===== src/rtl/booth_mult_pkg.sv =====
// Shared types and helpers for the sequential radix-4 Booth multiplier.
// Optional unsigned-operand support is enabled by BOOTH_MULT_UNSIGNED_SEL_EN.
package booth_mult_pkg;

   typedef enum logic [1:0] {IDLE, BUSY, DONE} state_e;

   typedef struct packed {
      logic neg;
      logic one;
      logic two;
   } booth_digit_t;

   // {y[2k+1], y[2k], y[2k-1]} -> signed digit in {-2,-1,0,+1,+2}
   function automatic booth_digit_t booth_decode(input logic [2:0] win);
      booth_digit_t d;
      d = '0;
      case (win)
         3'b001, 3'b010: d.one = 1'b1;
         3'b011:         d.two = 1'b1;
         3'b100:         begin d.neg = 1'b1; d.two = 1'b1; end
         3'b101, 3'b110: begin d.neg = 1'b1; d.one = 1'b1; end
         default:        d = '0;
      endcase
      return d;
   endfunction

   function automatic int booth_cycles(input int width, input int dpc);
      return width / (2 * dpc);
   endfunction

endpackage


===== src/rtl/booth_r4_digit_enc.sv =====
// One radix-4 Booth digit: 3-bit window and pre-shifted multiplicand in,
// full-width two's-complement partial product out.
module booth_r4_digit_enc
   import booth_mult_pkg::*;
#(
   parameter int PW = 32
) (
   input  logic [2:0]    win_i,
   input  logic [PW-1:0] x_i,
   output logic [PW-1:0] pp_o
);

   booth_digit_t dig;
   logic [PW-1:0] mag;

   assign dig = booth_decode(win_i);

   always_comb begin
      mag = '0;
      if (dig.one)
         mag = x_i;
      else if (dig.two)
         mag = {x_i[PW-2:0], 1'b0};
      pp_o = dig.neg ? (~mag + 1'b1) : mag;
   end

endmodule


===== src/rtl/booth_radix4_seq_mult.sv =====
// Sequential radix-4 Booth multiplier, WIDTH x WIDTH -> 2*WIDTH, valid/ready both sides.
// Define BOOTH_MULT_UNSIGNED_SEL_EN to add unsigned_i (per-op unsigned operands).
module booth_radix4_seq_mult
   import booth_mult_pkg::*;
#(
   parameter int WIDTH            = 16,
   parameter int DIGITS_PER_CYCLE = 1
) (
   input  logic               clk,
   input  logic               rst_n,
   input  logic               in_valid_i,
   output logic               in_ready_o,
   input  logic [WIDTH-1:0]   x_i,
   input  logic [WIDTH-1:0]   y_i,
`ifdef BOOTH_MULT_UNSIGNED_SEL_EN
   input  logic               unsigned_i,
`endif
   output logic               out_valid_o,
   input  logic               out_ready_i,
   output logic [2*WIDTH-1:0] out_o
);

   localparam int PW  = 2 * WIDTH;
   localparam int DPC = DIGITS_PER_CYCLE;
   localparam int N   = booth_cycles(WIDTH, DPC);
   localparam int CW  = $clog2(N + 1) + 1;

   state_e              state_q, state_d;
   logic [PW-1:0]       mcand_q, mcand_d;
   logic [WIDTH:0]      ysh_q, ysh_d;
   logic                uns_q, uns_d;
   logic [PW-1:0]       acc_q, acc_d;
   logic [CW-1:0]       cnt_q, cnt_d;
   logic [PW-1:0]       out_q, out_d;
   logic                uns_in;
   logic                fill;
   logic [CW-1:0]       last_cnt;
   logic [DPC-1:0][PW-1:0] pp;
   logic [PW-1:0]       psum;

`ifdef BOOTH_MULT_UNSIGNED_SEL_EN
   assign uns_in = unsigned_i;
`else
   assign uns_in = 1'b0;
`endif

   // Unsigned ops shift zeros in from the top, which yields the extra digit {0,0,y[W-1]}
   assign fill     = uns_q ? 1'b0 : ysh_q[WIDTH];
   assign last_cnt = uns_q ? CW'(N) : CW'(N - 1);

   for (genvar d = 0; d < DPC; d++) begin : g_dig
      logic [PW-1:0] x_sh;
      assign x_sh = mcand_q << (2 * d);
      booth_r4_digit_enc #(.PW(PW)) u_enc (
         .win_i (ysh_q[2*d+2 -: 3]),
         .x_i   (x_sh),
         .pp_o  (pp[d])
      );
   end

   always_comb begin
      psum = '0;
      for (int i = 0; i < DPC; i++)
         psum = psum + pp[i];
   end

   assign in_ready_o  = (state_q == IDLE);
   assign out_valid_o = (state_q == DONE);
   assign out_o       = out_q;

   always_comb begin
      state_d = state_q;
      mcand_d = mcand_q;
      ysh_d   = ysh_q;
      uns_d   = uns_q;
      acc_d   = acc_q;
      cnt_d   = cnt_q;
      out_d   = out_q;
      case (state_q)
         IDLE: if (in_valid_i) begin
            mcand_d = uns_in ? {{WIDTH{1'b0}}, x_i} : {{WIDTH{x_i[WIDTH-1]}}, x_i};
            ysh_d   = {y_i, 1'b0};
            uns_d   = uns_in;
            acc_d   = '0;
            cnt_d   = '0;
            state_d = BUSY;
         end
         BUSY: begin
            acc_d   = acc_q + psum;
            mcand_d = mcand_q << (2 * DPC);
            ysh_d   = {{(2*DPC){fill}}, ysh_q[WIDTH:2*DPC]};
            cnt_d   = cnt_q + CW'(1);
            if (cnt_q == last_cnt) begin
               out_d   = acc_d;
               state_d = DONE;
            end
         end
         DONE: if (out_ready_i) state_d = IDLE;
         default: state_d = IDLE;
      endcase
   end

   always_ff @(posedge clk or negedge rst_n) begin
      if (!rst_n) begin
         state_q <= IDLE;
         mcand_q <= '0;
         ysh_q   <= '0;
         uns_q   <= 1'b0;
         acc_q   <= '0;
         cnt_q   <= '0;
         out_q   <= '0;
      end else begin
         state_q <= state_d;
         mcand_q <= mcand_d;
         ysh_q   <= ysh_d;
         uns_q   <= uns_d;
         acc_q   <= acc_d;
         cnt_q   <= cnt_d;
         out_q   <= out_d;
      end
   end

endmodule


===== config.mk =====
export PLATFORM = sky130hd
export DESIGN_NAME = booth_radix4_seq_mult
export DESIGN_NICKNAME = d
export VERILOG_FILES = /design/src/rtl/booth_mult_pkg.sv /design/src/rtl/booth_r4_digit_enc.sv /design/src/rtl/booth_radix4_seq_mult.sv
export SDC_FILE = /design/constraint.sdc
export NUM_CORES = 1
export LEC_CHECK = 0
export BUFFER_PORTS_ARGS = -buffer_cell sky130_fd_sc_hd__buf_2
export CORE_MARGIN = 3
export CORE_UTILIZATION = 50
export DETAILED_ROUTE_END_ITERATION = 7
export PLACE_DENSITY = 0.76
export SKIP_LAST_GASP = 1
export SYNTH_ARGS = -nofsm -noshare
export SYNTH_HDL_FRONTEND = slang
export SYNTH_HIERARCHICAL = 1
export SYNTH_SLANG_ARGS = --single-unit

===== constraint.sdc =====
create_clock -name clk -period 7.1 [get_ports clk]
set_clock_uncertainty 0.05 [all_clocks]
set_input_delay 0.355 -clock clk [delete_from_list [all_inputs] [get_ports clk]]
set_output_delay 0.355 -clock clk [all_outputs]
set_load 0.01 [all_outputs]

Yosys cells after proc, flatten, opt, wreduce, memory -nomap -nowiden
Cells that the tools add are included.
Widths: inputs -> output; s select.
{"block": "totals", "ff_bits": 120, "in_bits": 36, "output_inout_bits": 34, "wordCells": 51}
{"block": "op_classes", "add_sub_neg": 3, "eq_ne": 12, "n_mux": 18, "bitwise": 2, "reduce_logical": 9}
{"cell": "$mux 32", "n": 5}
{"cell": "$pmux 32 s2", "n": 2}
{"cell": "$pmux 17 s2", "n": 1}
{"cell": "$add 32x1->32 const B", "n": 1}
{"cell": "$add 32x32->32", "n": 1}
{"cell": "$not 32->32", "n": 1}
{"cell": "$mux 17", "n": 1}
{"cell": "$pmux 5 s2", "n": 1}
{"cell": "$eq 3x3->1 const B", "n": 3}
{"cell": "$eq 3x2->1 const B", "n": 2}
{"cell": "$mux 2", "n": 3}
{"cell": "$pmux 2 s3", "n": 1}
{"cell": "$reduce_and 3->1", "n": 2}
{"cell": "$add 5x1->5 const B", "n": 1}
{"cell": "$eq 5x3->1 const B", "n": 1}
{"cell": "$mux 5", "n": 1}
{"cell": "$ne 2x2->1 const B", "n": 2}
{"cell": "$reduce_and 2->1", "n": 2}
{"cell": "$reduce_or 4->1", "n": 1}
{"cell": "$eq 3x1->1 const B", "n": 1}
{"cell": "$mux 1", "n": 3}
{"cell": "$reduce_or 3->1", "n": 1}
{"cell": "$eq 2x1->1 const B", "n": 1}
{"cell": "$eq 2x2->1 const B", "n": 1}
{"cell": "5 further kinds", "n": 5}

Depth between registers and ports, before layout
Gate-level depths: netlist of the first run.
{"block": "depth", "word_depth": 10, "depth_mapped": 23, "mapped_depth_nobuf": 18}

Modules after synthesis
Netlist of the first run, hierarchy kept.
{"mod": "booth_radix4_seq_mult", "instances": 1, "cells_each": 697, "area_each_um2": 6673.9, "seq_area_each_um2": 3002.9}
{"mod": "booth_r4_digit_enc", "instances": 1, "cells_each": 442, "area_each_um2": 2623.8, "seq_area_each_um2": 0.0}

Worst setup path after synthesis of the first run
OpenSTA, ideal clock, no wires.
{"block": "synth_path", "path_kind": "reg-to-reg", "startpoint": "register ysh_q[1]", "endpoint": "register out_q[31], in the netlist out_o[31]", "setup_ps": 125, "t_arrival_ps": 4850, "required_time_ps": 6925, "slack_ps": 2075, "path_stages_with_launch": 23, "path_buffers": 6, "period_less_slack_ps": 5025, "path_cell_list": "dfrtp_1 buf_2 buf_2 buf_2 buf_2 buf_1 a221o_1 o21ai_0 ha_1 o221a_2 nand2_1 or4_4 nand2_1 xnor2_1 ha_1 clkbuf_1 a21oi_1 o21ai_0 or3_1 o2111ai_1 and3_1 xnor3_1 mux2_2"}
{"element": "start: declaration", "line_no": "booth_radix4_seq_mult.sv:30", "source": "logic [WIDTH:0] ysh_q, ysh_d;"}
{"element": "start signal: assignment", "line_no": "booth_radix4_seq_mult.sv:115", "source": "ysh_q <= ysh_d;"}
{"element": "end signal: assignment", "line_no": "booth_radix4_seq_mult.sv:119", "source": "out_q <= out_d;"}
{"element": "end: declaration", "line_no": "booth_radix4_seq_mult.sv:34", "source": "logic [PW-1:0] out_q, out_d;"}

==> metrics.md, run 1 <==
| Metric | Value |
|---|---|
| Nature of the critical path endpoint | `register` |
| Cells on worst reg2reg path | `17` |
| Clk slew on worst S/H paths | `0.06 ns` |
| Vias | `8970` |
| Post-CTS Resized | `0` |
| Yosys reg bits | `120` |
| N_diodes | `0` |
| Distinct cells, synth | `80` |
| Slew margin rel. | `0.247` |
| Setup TNS | `0 ns` |
| Ys Warns | `6` |
| Routed WL | `25300 um` |
| Hold Slack | `0.0882 ns` |
| Die height | `142 um` |
| Prevailing post-synth register cell | `dfrtp_1` |
| Syn Nets | `1209` |
| Avg WL per Cell | `18.1 um` |
| GPL Wtd Cong | `0.945` |
| Crit path DAT | `6.04 ns` |
| Worst Hold Depth | `2` |
| Multi-input gate area | `5880 um^2` |
| Area Overhead vs Synth | `10.8%` |
| Reg2reg start | `ysh_q[2]` |
| Crit Path Max Fanout | `49` |
| Vias in the first global route | `8652` |
| Detail Route Antenna Nets | `0` |
| Critical Path RT | `7.33 ns` |
| CTS sink cnt | `120` |
| DRT Pass-1 Iters | `6` |
| Reg2reg end | `acc_q[30]` |
| Critical-path top delay cell | `nor4_2` |
| Clk Latency, worst-skew pair | `0.43 ns` |
| Max-cap violations | `0` |
| DP HPWL | `16900 um` |
| Register area | `3010 um^2` |
| Initial DRC count | `1019` |
| Fillers | `1610` |
| Status | `finished clean` |
| Crit path largest cell delay | `0.83 ns` |
| R2r setup slk | `1.30 ns` |
| Rows | `49` |
| First-pass GRT wire length | `42600 um` |
| Number of synthesized flops with an enable pin | `0` |
| Final setup violation count | `0` |
| Initial Util | `0.514` |
| Hold Crit Start | `out_ready_i` |
| Syn Area/Cell | `8.16 um^2` |
| Clk root buf | `clkbuf_16` |
| Congestion Overflow GR | `0` |
| Initial antenna violation count | `0` |
| Slew Limit Fails | `0` |
| Seq/Total Area, Yosys | `0.323` |
| Final cell count without fillers | `1398` |
| Die X | `142 um` |
| Worst-path cell chain | `buf_4, nand3b_1, a32oi_1, a21oi_1, o2111ai_1, nor4_2, a21oi_1, xor2_1, ha_1, a21oi_1, o211ai_1, a21oi_1, o21ai_0, a211oi_1, o221ai_1, xnor2_1, o21ai_0` |
| Post-CTS setup buffers | `0` |
| Slew @ Worst Pin | `1.12 ns` |
| Fraction of the cycle the final worst path needs | `0.817` |
| Overall Global Routing Usage | `0.255` |
| CTS tree | `yes` |
| CTS Buf Count | `17` |
| Cell mode on critical path | `a21oi_1` |
| Startpoint Class | `register` |
| Minimum clock period | `5.80 ns` |
| Critical path class | `reg -> reg` |
| Share of cells above drive strength 1 | `0.127` |
| H-tree depth | `4` |
| Largest net degree at the start of global routing | `81` |
| I/O pin count | `70` |
| WHS Endpoint | `state_q[1]` |
| Util after Layout | `0.570` |
| Syn Inst Count | `1139` |
| Final hold violations | `0` |
| Cell area after synthesis | `9300 um^2` |
| Asr flop ratio synth | `1.00` |
| Core Area | `18100 um^2` |
| Nets | `1226` |
| Hold Path Class | `in -> reg` |
| F_max | `172 MHz` |
| Hold Buf Count CTS | `1` |
| Die ar. | `20300 um^2` |
| Unrepaired setup endpoints after global routing | `false` |
| Clock buffer depth | `2` |
| DP Cell Count | `1365` |
| Vias/cell | `6.42` |
| Port bufs | `69` |
| Residual DRC count | `0` |
cell families after synthesis:
kind of cell / after synthesis / synth area share
AO/OA/AOI/OAI: 432 / 0.311
AND/OR/NAND/NOR: 370 / 0.197
flip-flops: 120 / 0.323
buffers and inverters: 109 / 0.0474
XOR/XNOR: 57 / 0.0552
adder cells (fa/ha/maj): 34 / 0.0466
multiplexers: 17 / 0.0196
per-stage QoR:
stage	cell area (um^2)	setup WS (ns)
after floorplan	9300	2.08
after global placement	9710	1.70
after detailed placement	9710	1.51
after CTS	10300	1.49
after global routing	10300	0.935
final	10300	1.30
synth_stat cells (10+ instances only):
master	number	area share
a22o_1	30	0.028
a221oi_1	16	0.015
nand3_1	29	0.016
a211oi_1	12	0.0097
xnor2_1	35	0.033
a31oi_1	19	0.013
ha_1	33	0.044
nor3_1	24	0.013
and3_1	11	0.0074
nor2_1	48	0.019
nor2b_1	39	0.026
a221o_1	19	0.020
nand4_1	11	0.0074
and2_1	11	0.0074
a22oi_1	28	0.023
buf_2	16	0.0086
buf_1	14	0.0057
o21ai_0	102	0.055
nand2_1	143	0.058
nand2b_1	16	0.011
xor2_1	21	0.020
dfrtp_1	120	0.32
clkbuf_1	55	0.022
nand3b_1	15	0.012
a21o_1	20	0.016
mux2_2	10	0.012
a21oi_1	102	0.055
inv_1	21	0.0085
worst max path at each step:
| stage | startpoint | endpoint | slack, ns | cells past startpoint |
|---|---|---|---|---|
| final | ysh_q[2] | acc_q[30] | 1.30 | 17 |
| after global routing | ysh_q[2] | out_o[30] | 0.93 | 17 |
| after CTS | ysh_q[2] | out_o[28] | 1.49 | 17 |
| after detailed placement | ysh_q[2] | acc_q[30] | 1.51 | 17 |
| after global placement | ysh_q[1] | out_o[28] | 1.70 | 18 |
| after floorplan | ysh_q[1] | out_o[31] | 2.08 | 22 |
placed cells by master, fill, tap and decap left out, drive strengths merged, types with 15 or more instances in the layout:
cell	count
a21o	21
a21oi	102
a221o	20
a221oi	16
a22o	30
a22oi	28
a31oi	19
buf	84
clkbuf	18
dfrtp	120
ha	33
inv	28
nand2	143
nand2b	16
nand3	29
nand3b	15
nor2	48
nor2b	39
nor3	24
o21ai	105
xnor2	35
xor2	21
layer usage:
metal,vias up,part of all wire,GRT usage
li1,4275,-,-
met1,4301,0.44,0.336
met2,341,0.48,0.422
met3,53,0.057,0.0454
met4,0,0.025,0.0930
met5,-,0,0
flip-flops by register name, indices dropped and copies added (netlist names):
register / flops
acc_q: 32
ysh_q: 17
g_dig.x_sh: 32
cnt_q: 5
out_o: 32
state_q: 2
final cells by class:
class | count | area share
clock buffers | 18 | 0.0426
clock inverters | 14 | 0.0135
inverters | 22 | 0.00802
multi-input cells | 910 | 0.571
flip-flops and latches | 120 | 0.292
well taps | 229 | 0.0278
repair buffers | 85 | 0.0457
worst max-delay path: cells and delay by family (launching register included):
family	cells	cell delay (ns)
AOI/OAI and AO/OA	11	2.64
and+or+nand+nor	2	1.00
DFF	1	0.64
buffers and inverters	1	0.51
adders and majority gates	1	0.42
xor gates and xnor gates	2	0.38
Power of run 1 is left out: the tool's default activity adds up to more than one toggle a clock period on the data nets, which glitch-free logic cannot reach.
==> inputs of run 2 (changes only) <==
Clock period 7.1 ns to 5.35 ns, I/O delays scaled along.
==> run 2 against run 1 <==
Non-clock buffer count grew 19. Die area did not move. Final cell count rose by 1.3%. Global-route usage increased by 0.087 points. Maximum frequency is 15% higher. Final area rose by 1.3%. Critical path type unchanged. Count of clock-buffer cells in the layout down 1.
==> metrics.md, run 2 (synthesis gave the netlist of run 1 again) <==
| Metric | Value |
|---|---|
| Fillers | `1606` |
| Clk Latency, worst-skew pair | `0.43 ns` |
| CTS Buf Count | `17` |
| Residual DRC count | `0` |
| Fraction of the cycle the final worst path needs | `0.940` |
| Critical Path RT | `5.61 ns` |
| Largest net degree at the start of global routing | `77` |
| Status | `finished clean` |
| Detail Route Antenna Nets | `0` |
| Vias in the first global route | `8294` |
| GPL Wtd Cong | `0.943` |
| Initial antenna violation count | `0` |
| Unrepaired setup endpoints after global routing | `false` |
| Max-cap violations | `0` |
| Cell mode on critical path | `buf_4` |
| Final setup violation count | `0` |
| Vias | `8937` |
| Reg2reg start | `ysh_q[2]` |
| Area Overhead vs Synth | `12.2%` |
| Post-DP Area | `9850 um^2` |
| Hold Path Class | `in -> reg` |
| Critical path class | `reg -> reg` |
| Share of cells above drive strength 1 | `0.142` |
| Core Area | `18100 um^2` |
| Slew @ Worst Pin | `1.11 ns` |
| Final hold violations | `0` |
| Clk slew on worst S/H paths | `0.06 ns` |
| Clk root buf | `clkbuf_16` |
| DRT Pass-1 Iters | `5` |
| Commonest non-fill, non-tap cell in the layout | `nand2_1` |
| Crit path largest cell delay | `0.52 ns` |
| Initial Util | `0.514` |
| Setup TNS | `0 ns` |
| N_diodes | `0` |
| DP HPWL | `17600 um` |
| CTS tree | `yes` |
| Crit Path Max Fanout | `28` |
| Slew Limit Fails | `0` |
| Design area | `10400 um^2` |
| I/O pin count | `70` |
| Minimum clock period | `5.03 ns` |
| H-tree depth | `4` |
| Startpoint Class | `register` |
| Die X | `142 um` |
| Nets | `1245` |
| Reg2reg end | `out_o[28]` |
| Crit path DAT | `5.29 ns` |
| Initial DRC count | `895` |
| CTS sink cnt | `120` |
| Hold Crit Start | `x_i[1]` |
| Routed WL | `25700 um` |
| Crit path to | `out_o[28]` |
| Overall Global Routing Usage | `0.256` |
| First-pass GRT wire length | `42400 um` |
| Worst-path cell chain | `buf_4, inv_1, buf_4, a32o_1, nand3_1, nor4_2, buf_4, a31oi_1, xor2_1, ha_1, and3_1, and4_1, and2_1, a22o_1, a41oi_2, a31o_2, xnor2_1, mux2_2` |
| Critical-path top delay cell | `dfrtp_1` |
| Slew margin rel. | `0.260` |
| Die ar. | `20300 um^2` |
| Avg WL per Cell | `18.2 um` |
| Rows | `49` |
| R2r setup slk | `0.32 ns` |
| Vias/cell | `6.31` |
| F_max | `199 MHz` |
| Crit. Startpoint | `ysh_q[2]` |
| Clock buffer depth | `2` |
| Cells on worst reg2reg path | `18` |
| Port bufs | `69` |
| Most frequent cells in the layout | `nand2_1 (143), dfrtp_1 (118), o21ai_0 (101), a21oi_1 (101), buf_2 (68)` |
| Nature of the critical path endpoint | `register` |
| Congestion Overflow GR | `0` |
| Die height | `142 um` |
## run 2: changes by cell type in the layout (fill, tap and decap cells not counted), moves of 2 or more
cell / change
buf_4: +16
dlygate4sd3_1: +2
clkinv_4: +2
clkinv_2: +2
inv_8: -2
inv_6: -2
o2111ai_2: +2
o2111ai_1: -2
## run 2: critical path, delay by kind of cell, from the launching register on
kind	cells	cell delay [ns]
mux	1	0.27
flops	1	0.52
buf+inv	4	0.95
simple gates	5	1.36
xor+xnor	2	0.26
fa+ha+maj	1	0.40
compound gates	5	1.08
## run 2: final cells by class
type / instances / area [um^2] / area share
clock buffers: 17 / 425 / 0.0408
clock inverters: 14 / 104 / 0.00995
inverters: 22 / 82.6 / 0.00791
multi-input cells: 910 / 5900 / 0.565
flip-flops and latches: 120 / 3010 / 0.288
well taps: 229 / 287 / 0.0275
repair buffers: 104 / 631 / 0.0604
## run 2: through the flow
step / instances / utilization / hold slack [ns] / worst slack, ns
detailed placement: 1382 / 0.545 / 0.266 / 0.255
global route: 1416 / 0.577 / 0.0139 / 0.0715
finish: 1416 / 0.577 / 0.0139 / 0.319
global placement: 1382 / 0.545 / 0.262 / 0.367
floorplan: 1139 / - / -0.0781 / 0.325
CTS: 1416 / 0.576 / 0.000775 / 0.228
## run 2: per-layer routing
metal / track usage / vias up / routed length (um)
li1: - / 4324 / -
met1: 0.350 / 4276 / 11600
met2: 0.410 / 294 / 12200
met3: 0.0423 / 43 / 1250
met4: 0.0945 / 0 / 647
met5: 0 / - / 0
## run 2: worst min-delay path by stage
stage / endpoint / slack [ns] / cells after the start
2_1_floorplan: acc_q[0] / -0.08 / 0
3_3_place_gp: g_dig[0].x_sh[30] / 0.26 / 1
3_5_place_dp: g_dig[0].x_sh[25] / 0.27 / 1
4_1_cts: g_dig[0].x_sh[1] / 0.0008 / 2
5_1_grt: g_dig[0].x_sh[1] / 0.01 / 2
6_report: g_dig[0].x_sh[1] / 0.01 / 2
## run 2: what timing repair did
action / 4_1_cts / 5_1_grt
gates resized for setup: 0 / 6
hold endpoints to repair: 46 / 0
setup endpoints to repair: 0 / 10
setup buffers: 0 / 0
hold buffers: 3 / 0
Power of run 2 is left out for the same reason.
